### config.mk
export PLATFORM = sky130hd
export DESIGN_NAME = clock_gating_ctrl
export DESIGN_NICKNAME = d
export VERILOG_FILES = /design/src/rtl/clock_gating_ctrl.sv
export SDC_FILE = /design/constraint.sdc
export NUM_CORES = 1
export LEC_CHECK = 0
export BUFFER_PORTS_ARGS = -buffer_cell sky130_fd_sc_hd__buf_4
export CAP_MARGIN = 20
export CELL_PAD_IN_SITES_DETAIL_PLACEMENT = 1
export CELL_PAD_IN_SITES_GLOBAL_PLACEMENT = 2
export CORE_MARGIN = 5
export CORE_UTILIZATION = 39
export CTS_BUF_LIST = sky130_fd_sc_hd__clkbuf_2 sky130_fd_sc_hd__clkbuf_4 sky130_fd_sc_hd__clkbuf_8
export DETAILED_ROUTE_END_ITERATION = 12
export GPL_ROUTABILITY_DRIVEN = 0
export GPL_TIMING_DRIVEN = 0
export PLACE_DENSITY = 0.92
export SLEW_MARGIN = 0
export SYNTH_ARGS = -nofsm -noshare
export SYNTH_HDL_FRONTEND = slang
export SYNTH_SLANG_ARGS = --single-unit
### constraint.sdc
create_clock -name clk_i -period 2.62 [get_ports clk_i]
set_input_delay 0.131 -clock clk_i [delete_from_list [all_inputs] [get_ports clk_i]]
set_output_delay 0.131 -clock clk_i [all_outputs]
set_load 0.02 [all_outputs]
### src/rtl/clock_gating_ctrl.sv
// Per-domain clock-gate enable sequencer: gates a domain after a programmable
// idle timeout and restores it on request with a fixed settle delay.
module clock_gating_ctrl #(
  parameter int NB_DOMAINS     = 4,
  parameter int IDLE_CNT_WIDTH = 8,
  parameter int WAKE_CYCLES    = 2
) (
  input  logic                      clk_i,
  input  logic                      rst_ni,
  input  logic                      test_mode_i,
  input  logic                      cfg_enable_i,
  input  logic [IDLE_CNT_WIDTH-1:0] cfg_idle_thr_i,
  input  logic [NB_DOMAINS-1:0]     busy_i,
  input  logic [NB_DOMAINS-1:0]     wake_req_i,
  output logic [NB_DOMAINS-1:0]     wake_ack_o,
  output logic [NB_DOMAINS-1:0]     clk_en_o,
  output logic [NB_DOMAINS-1:0]     gated_o
);

  // state   | meaning
  // ST_RUN  | clock running, domain busy or requested
  // ST_IDLE | clock running, counting consecutive idle cycles
  // ST_OFF  | clock gated
  // ST_WAKE | clock restored, settling before the domain counts as running
  typedef enum logic [1:0] {
    ST_RUN  = 2'd0,
    ST_IDLE = 2'd1,
    ST_OFF  = 2'd2,
    ST_WAKE = 2'd3
  } state_e;

  localparam logic [3:0] WAKE_LAST = 4'(WAKE_CYCLES - 1);

  for (genvar gi = 0; gi < NB_DOMAINS; gi++) begin : g_dom
    state_e                    state_q, state_d;
    logic [IDLE_CNT_WIDTH-1:0] idle_cnt_q, idle_cnt_d;
    logic [3:0]                wake_cnt_q, wake_cnt_d;
    logic                      clk_en_q, clk_en_d;
    logic                      gated_q, gated_d;
    logic                      idle;

    assign idle = cfg_enable_i & ~busy_i[gi] & ~wake_req_i[gi];

    always_comb begin
      state_d    = state_q;
      idle_cnt_d = idle_cnt_q;
      wake_cnt_d = wake_cnt_q;
      if (test_mode_i) begin
        state_d    = ST_RUN;
        idle_cnt_d = '0;
        wake_cnt_d = '0;
      end else begin
        case (state_q)
          ST_RUN: begin
            if (idle) begin
              state_d    = ST_IDLE;
              idle_cnt_d = '0;
            end
          end
          ST_IDLE: begin
            // >= so a threshold lowered below the running count still gates
            if (!idle) begin
              state_d = ST_RUN;
            end else if (idle_cnt_q >= cfg_idle_thr_i) begin
              state_d = ST_OFF;
            end else begin
              idle_cnt_d = idle_cnt_q + IDLE_CNT_WIDTH'(1);
            end
          end
          ST_OFF: begin
            if (wake_req_i[gi] | busy_i[gi] | ~cfg_enable_i) begin
              state_d    = ST_WAKE;
              wake_cnt_d = '0;
            end
          end
          ST_WAKE: begin
            wake_cnt_d = wake_cnt_q + 4'd1;
            if (wake_cnt_q == WAKE_LAST) state_d = ST_RUN;
          end
          default: state_d = ST_RUN;
        endcase
      end
      clk_en_d = (state_d != ST_OFF);
      gated_d  = (state_d == ST_OFF);
    end

    always_ff @(posedge clk_i or negedge rst_ni) begin
      if (!rst_ni) begin
        state_q    <= ST_RUN;
        idle_cnt_q <= '0;
        wake_cnt_q <= '0;
        clk_en_q   <= 1'b1;
        gated_q    <= 1'b0;
      end else begin
        state_q    <= state_d;
        idle_cnt_q <= idle_cnt_d;
        wake_cnt_q <= wake_cnt_d;
        clk_en_q   <= clk_en_d;
        gated_q    <= gated_d;
      end
    end

    assign clk_en_o[gi]   = clk_en_q | test_mode_i;
    assign gated_o[gi]    = gated_q;
    // held low during reset so a request that rides through reset gets no ack pulse
    assign wake_ack_o[gi] = wake_req_i[gi] & rst_ni &
                            (test_mode_i | (state_q == ST_RUN) | (state_q == ST_IDLE));
  end

endmodule

== Word-level counts from Yosys, hierarchy flattened ==
Cells that the tools add are included.

* Output and inout bits: 12
* Bits in latches: 0
* Bits of input ports: 20
* Logic and storage cells: 197
* Memories kept: 0
* RAM bits: 0
* Bits in read-only memories: 0
* Register bits after elaboration: 64

* Bitwise operators: 45
* Shift-type cells: 0
* Add/subtract/negate cells: 8
* Magnitude comparators: 4
* Equal/unequal tests: 40
* Divide/modulo/power cells: 0
* Muxes and demuxes: 60
* $mul: 0
* Reductions and logical operators: 20

{| class="wikitable"
|+ Operators by type and width
! operator !! count
|-
| two-way mux 8 bit || 16
|-
| case mux 8 bit (2 select lines) || 4
|-
| two-way mux 2 bit || 24
|-
| != test 3 bit, second input constant || 16
|-
| adder 8 x 1 -> 8 bit, second input constant || 4
|-
| greater-or-equal comparator 8 bit || 4
|-
| two-way mux 4 bit || 8
|-
| case mux 2 bit (4 select lines) || 4
|-
| case mux 4 bit (2 select lines) || 4
|-
| equality test 2 bit, second input constant || 12
|-
| nonzero test 3 bit || 8
|-
| OR 1 bit || 20
|-
| adder 4 x 1 -> 4 bit, second input constant || 4
|-
| bitwise AND 1 bit || 16
|-
| equality test 4 x 1 -> 1 bit, second input constant || 4
|-
| AND reduction 4 bit || 4
|-
| inverter 1 bit || 9
|-
| equality test 2 x 1 -> 1 bit, second input constant || 4
|-
| zero test 2 bit || 4
|-
| != test 2 bit, second input constant || 4
|-
| AND reduction 2 bit || 4
|}

== Longest topological paths before layout ==
* Depth after elaboration: 7
* Mapped depth: 8
* Mapped depth without buffers: 7

== Worst setup path before layout ==
OpenSTA, ideal clock, no wires.

* Path kind: flip-flop to flip-flop
* Start: register g_dom[1].idle_cnt_q[2]
* End: register g_dom[1].idle_cnt_q[7]
* Data required time: 2542 ps
* Path slack: 587 ps
* Setup time: 78 ps
* Period minus slack after synthesis: 2033 ps
* Path buffers: 0
* Arrival time: 1955 ps
* Cell stages (with the launch flop): 7
* Cell sequence: dfrtp_1 -> ha_1 -> a211oi_1 -> o21ai_1 -> a211o_1 -> or4_1 -> a21boi_1

* Longest elaborated chain between the ends: 5
* Elaborated cells on any way between the ends: 8
* Those cells by class: add/sub (1); order compare (1); eq/ne (1); mux (4); reduce/logical (1)

{| class="wikitable"
|+ Ends and longest elaborated chain
! element !! line !! RTL
|-
| start, declared || 36 || <nowiki>logic [IDLE_CNT_WIDTH-1:0] idle_cnt_q, idle_cnt_d;</nowiki>
|-
| start signal, assigned || 96 || <nowiki>idle_cnt_q <= idle_cnt_d;</nowiki>
|-
| adder 8 x 1 -> 8 bit || 67 || <nowiki>idle_cnt_d = idle_cnt_q + IDLE_CNT_WIDTH'(1);</nowiki>
|-
| two-way mux 8 bit || 64 || <nowiki>end else if (idle_cnt_q >= cfg_idle_thr_i) begin</nowiki>
|-
| two-way mux 8 bit || 62 || <nowiki>if (!idle) begin</nowiki>
|-
| case mux 8 bit (2 select lines) || 53 || <nowiki>case (state_q)</nowiki>
|-
| two-way mux 8 bit || 48 || <nowiki>if (test_mode_i) begin</nowiki>
|}

Several ways; a longest one is shown, not always the timed one. The select of a mux whose other input is x is not followed.
A chain may end at the register's enable or synchronous reset.

== Final worst setup path ==
* Start: register g_dom[0].idle_cnt_q[2]
* End: register g_dom[0].idle_cnt_q[1]

* Longest elaborated chain between the ends: 3

{| class="wikitable"
|+ Ends and longest elaborated chain
! element !! line
|-
| start, declared || 36
|-
| start signal, assigned || 96
|-
| greater-or-equal comparator 8 bit || 64
|-
| != test 3 bit (no source line) || n/a
|-
| AND reduction 4 bit (no source line) || n/a
|}

No other way between the ends.

==> impl_metrics.json <==
{
  "grt_pass1_wl_um": 21200,
  "crit_arrival_ps": 2600,
  "vias_per_cell": 5.91,
  "grt_pass1_vias": 4370,
  "clockRootBuffer": "clkbuf_8",
  "hp-class": "in2reg",
  "fillers": 1359,
  "critPathRequiredTime_ps": 2870,
  "synth_edf_count": 0,
  "intPower_uw": 1670,
  "start_kind": "flop",
  "area_growth_pct": 14.6,
  "status": "complete, no violations",
  "cts_resized": 0,
  "cts-hold-fix-buffers": 1,
  "power.leakage_uw": 0.00231,
  "post_cts_buffers": 0,
  "max_freq_ghz": 0.424,
  "syn-num-nets": 581,
  "cap_violations": 0,
  "antenna_found_initial": 0,
  "drc_errors": 0,
  "synth-seq-cells": 64,
  "tritoncts.num_buffers": 9,
  "drive_above_1_share_pct": 13.3,
  "cts_tree": "done",
  "synthArstFlopShare_pct": 100,
  "max_slew_margin_pct": 40.0,
  "core-area_um2": 11300,
  "h-tree-depth": 3,
  "hold_viol_final": 0,
  "pwr-share-comb_pct": 8.1,
  "synth_common_cells": "60 x dfrtp_1, 55 x nand2_1, 50 x nor2_1",
  "io_buffers": 30,
  "cts.sinks": 64,
  "io_pins": 32,
  "start_util_pct": 39.5,
  "setup-tns-final_ps": 0,
  "yosysSeqAreaShare_pct": 35.9,
  "maxSlewViolCount": 0,
  "ant_nets": 0,
  "synth.cell_area_um2": 4470,
  "synth_top_cell_area_share_pct": 33.6,
  "post_synth.cell_area_avg_um2": 8.65,
  "p_switching_uw": 551,
  "setup_viol": 0,
  "netlist_instances": 517,
  "diodes": 0,
  "synth_ff_type": "dfrtp_1",
  "ir_worst_vdd_mv": 0.254,
  "insertion_delay_ps": 370,
  "rsz0062_at_grt": "false",
  "finClkSkew_ps": 13.3,
  "crit_top_cell": "o21ai_1",
  "rows": 39,
  "total_power_uw": 2220,
  "critPathCaptureType": "flop",
  "yosys_warnings": 0,
  "layout_min_cycle_time_ps": 2360,
  "die_h_um": 117,
  "crit_type": "reg2reg",
  "dp_cells": 690,
  "cts.clk_slew.worst_paths_ps": 90,
  "die_w_um": 117,
  "clk_path_buf_depth": 2,
  "clock_power_share_pct": 46.9,
  "synth.most_common_cell": "dfrtp_1",
  "avgRoutedWirePerCell_um": 17.7,
  "die-area_um2": 13700,
  "drt_wl_total_um": 12500,
  "dp_hpwl_um": 9380,
  "synth.area.top_cells": "dfrtp_1 34%, ha_1 12%, nand2_1 4.6%",
  "fin_cells": 707,
  "synth.distinct_cells": 65,
  "num_vias": 4181,
  "powerDensity_nw_per_um2": 432,
  "track_usage_pct": 19.5,
  "drtIter0Drc": 194,
  "final_util_pct": 45.3,
  "tightest_slew_ps": 899,
  "cp_max_fo": 10,
  "p_sw_share_pct": 24.9,
  "worst_path_largest_cell_delay_ps": 590,
  "path_cells": "ha_1, a211oi_1, o21ai_1, a211oi_2, o21ai_1, a32o_1",
  "seq_power_share_pct": 44.9,
  "grt-ovfl-total": 0,
  "nNetsFinal": 623,
  "firstDrtPassIters": 4,
  "synth_area_leader_cell": "dfrtp_1",
  "cpMaxStageDelayCell": "a211oi_2",
  "fin_crit_sh_pct": 90.0,
  "grt_max_degree": 69
}
## cells in the final DEF (no fill, tap or decap), types with 5 or more instances in the layout
cell type / instances
dfrtp_1: 60
nand2_1: 55
nor2_1: 50
ha_1: 44
buf_4: 34
nand3_1: 32
inv_1: 28
o21ai_0: 25
a21oi_1: 22
nor3_1: 14
clkbuf_8: 12
clkbuf_1: 11
nand4_1: 10
a22oi_1: 9
nand2b_1: 8
and3_1: 8
o21ai_1: 8
a211oi_1: 7
and2_1: 7
o211ai_1: 7
a21o_1: 6
nor2b_1: 5
a31oi_1: 5
o31ai_1: 5
nor3b_1: 5
or2_2: 5
a32oi_1: 5
mux2i_1: 5
## area by class of cell
| cell class | instances | area [um2] | area share, % |
|---|---|---|---|
| multi-input cells | 406 | 2660 | 52.0 |
| flip-flops and latches | 64 | 1610 | 31.3 |
| repair buffers | 31 | 235 | 4.59 |
| well taps | 143 | 179 | 3.49 |
| clock buffers | 12 | 165 | 3.22 |
| inverters | 29 | 109 | 2.12 |
| plain buffers | 18 | 92.6 | 1.81 |
| clock inverters | 4 | 75.1 | 1.46 |
## worst paths after layout
| check | startpoint | end | slack, ps | depth (start not counted) |
|---|---|---|---|---|
| worst min register to register | g_dom[0].wake_cnt_q[1] | g_dom[0].wake_cnt_q[1] | 580 | 2 |
| worst min-delay path | busy_i[0] | g_dom[0].state_q[0] | 120 | 4 |
| worst max register to register | g_dom[0].idle_cnt_q[2] | g_dom[0].idle_cnt_q[1] | 260 | 6 |
| worst max-delay path | g_dom[0].idle_cnt_q[2] | g_dom[0].idle_cnt_q[1] | 260 | 6 |
| min in group asynchronous | rst_ni | g_dom[0].idle_cnt_q[4] | 410 | 2 |
| max in group asynchronous | rst_ni | g_dom[2].idle_cnt_q[3] | 1590 | 2 |
## per-stage QoR
stage | hold slack, ps | worst slack (ps) | cell area [um2]
2_1_floorplan | -165 | 587 | 4470
3_3_place_gp | 310 | 363 | 4870
3_5_place_dp | 317 | 294 | 4870
4_1_cts | 112 | 266 | 5120
5_1_grt | 146 | 147 | 5120
6_report | 118 | 263 | 5120
## cells by family (layout without fill, tap and decap cells)
| logic type | count (synthesis) | count (layout) | share of synthesized area [%] |
|---|---|---|---|
| and+or+nand+nor | 222 | 222 | 25.2 |
| AOI/OAI and AO/OA | 135 | 135 | 20.9 |
| DFF | 64 | 64 | 35.9 |
| buffers and inverters | 47 | 94 | 4.51 |
| adders and majority gates | 44 | 44 | 12.3 |
| muxes | 5 | 5 | 1.12 |
## sequential cells by signal (all words and copies together), names as in the netlist
register,cells
g_dom.gated_q,4
g_dom.state_q,8
g_dom.clk_en_q,4
g_dom.idle_cnt_q,32
g_dom.wake_cnt_q,16
## routing by layer
| layer | vias up | part of all wire, % | GRT usage, % |
|---|---|---|---|
| li1 | 1999 | - | - |
| met1 | 2079 | 44 | 24.0 |
| met2 | 79 | 51 | 34.9 |
| met3 | 24 | 3.0 | 3.19 |
| met4 | 0 | 1.7 | 6.19 |
| met5 | - | 0 | 0 |
## power by group through the flow
| stage | Sequential, uW | Clock, uW | Combinational [uW] |
|---|---|---|---|
| 2_1_floorplan | 1010 | 0 | 91.6 |
| 3_3_place_gp | 1010 | 0 | 173 |
| 3_5_place_dp | 1010 | 0 | 182 |
| 4_1_cts | 996 | 1070 | 184 |
| 5_1_grt | 996 | 1110 | 204 |
| 6_report | 996 | 1040 | 180 |
## worst max-delay path: cells and delay by family, from the launching register on
family	cells	cell delay (ps)
fa+ha+maj	1	330
flops	1	490
compound gates	5	1410
Power figures use the tool's default switching activity.
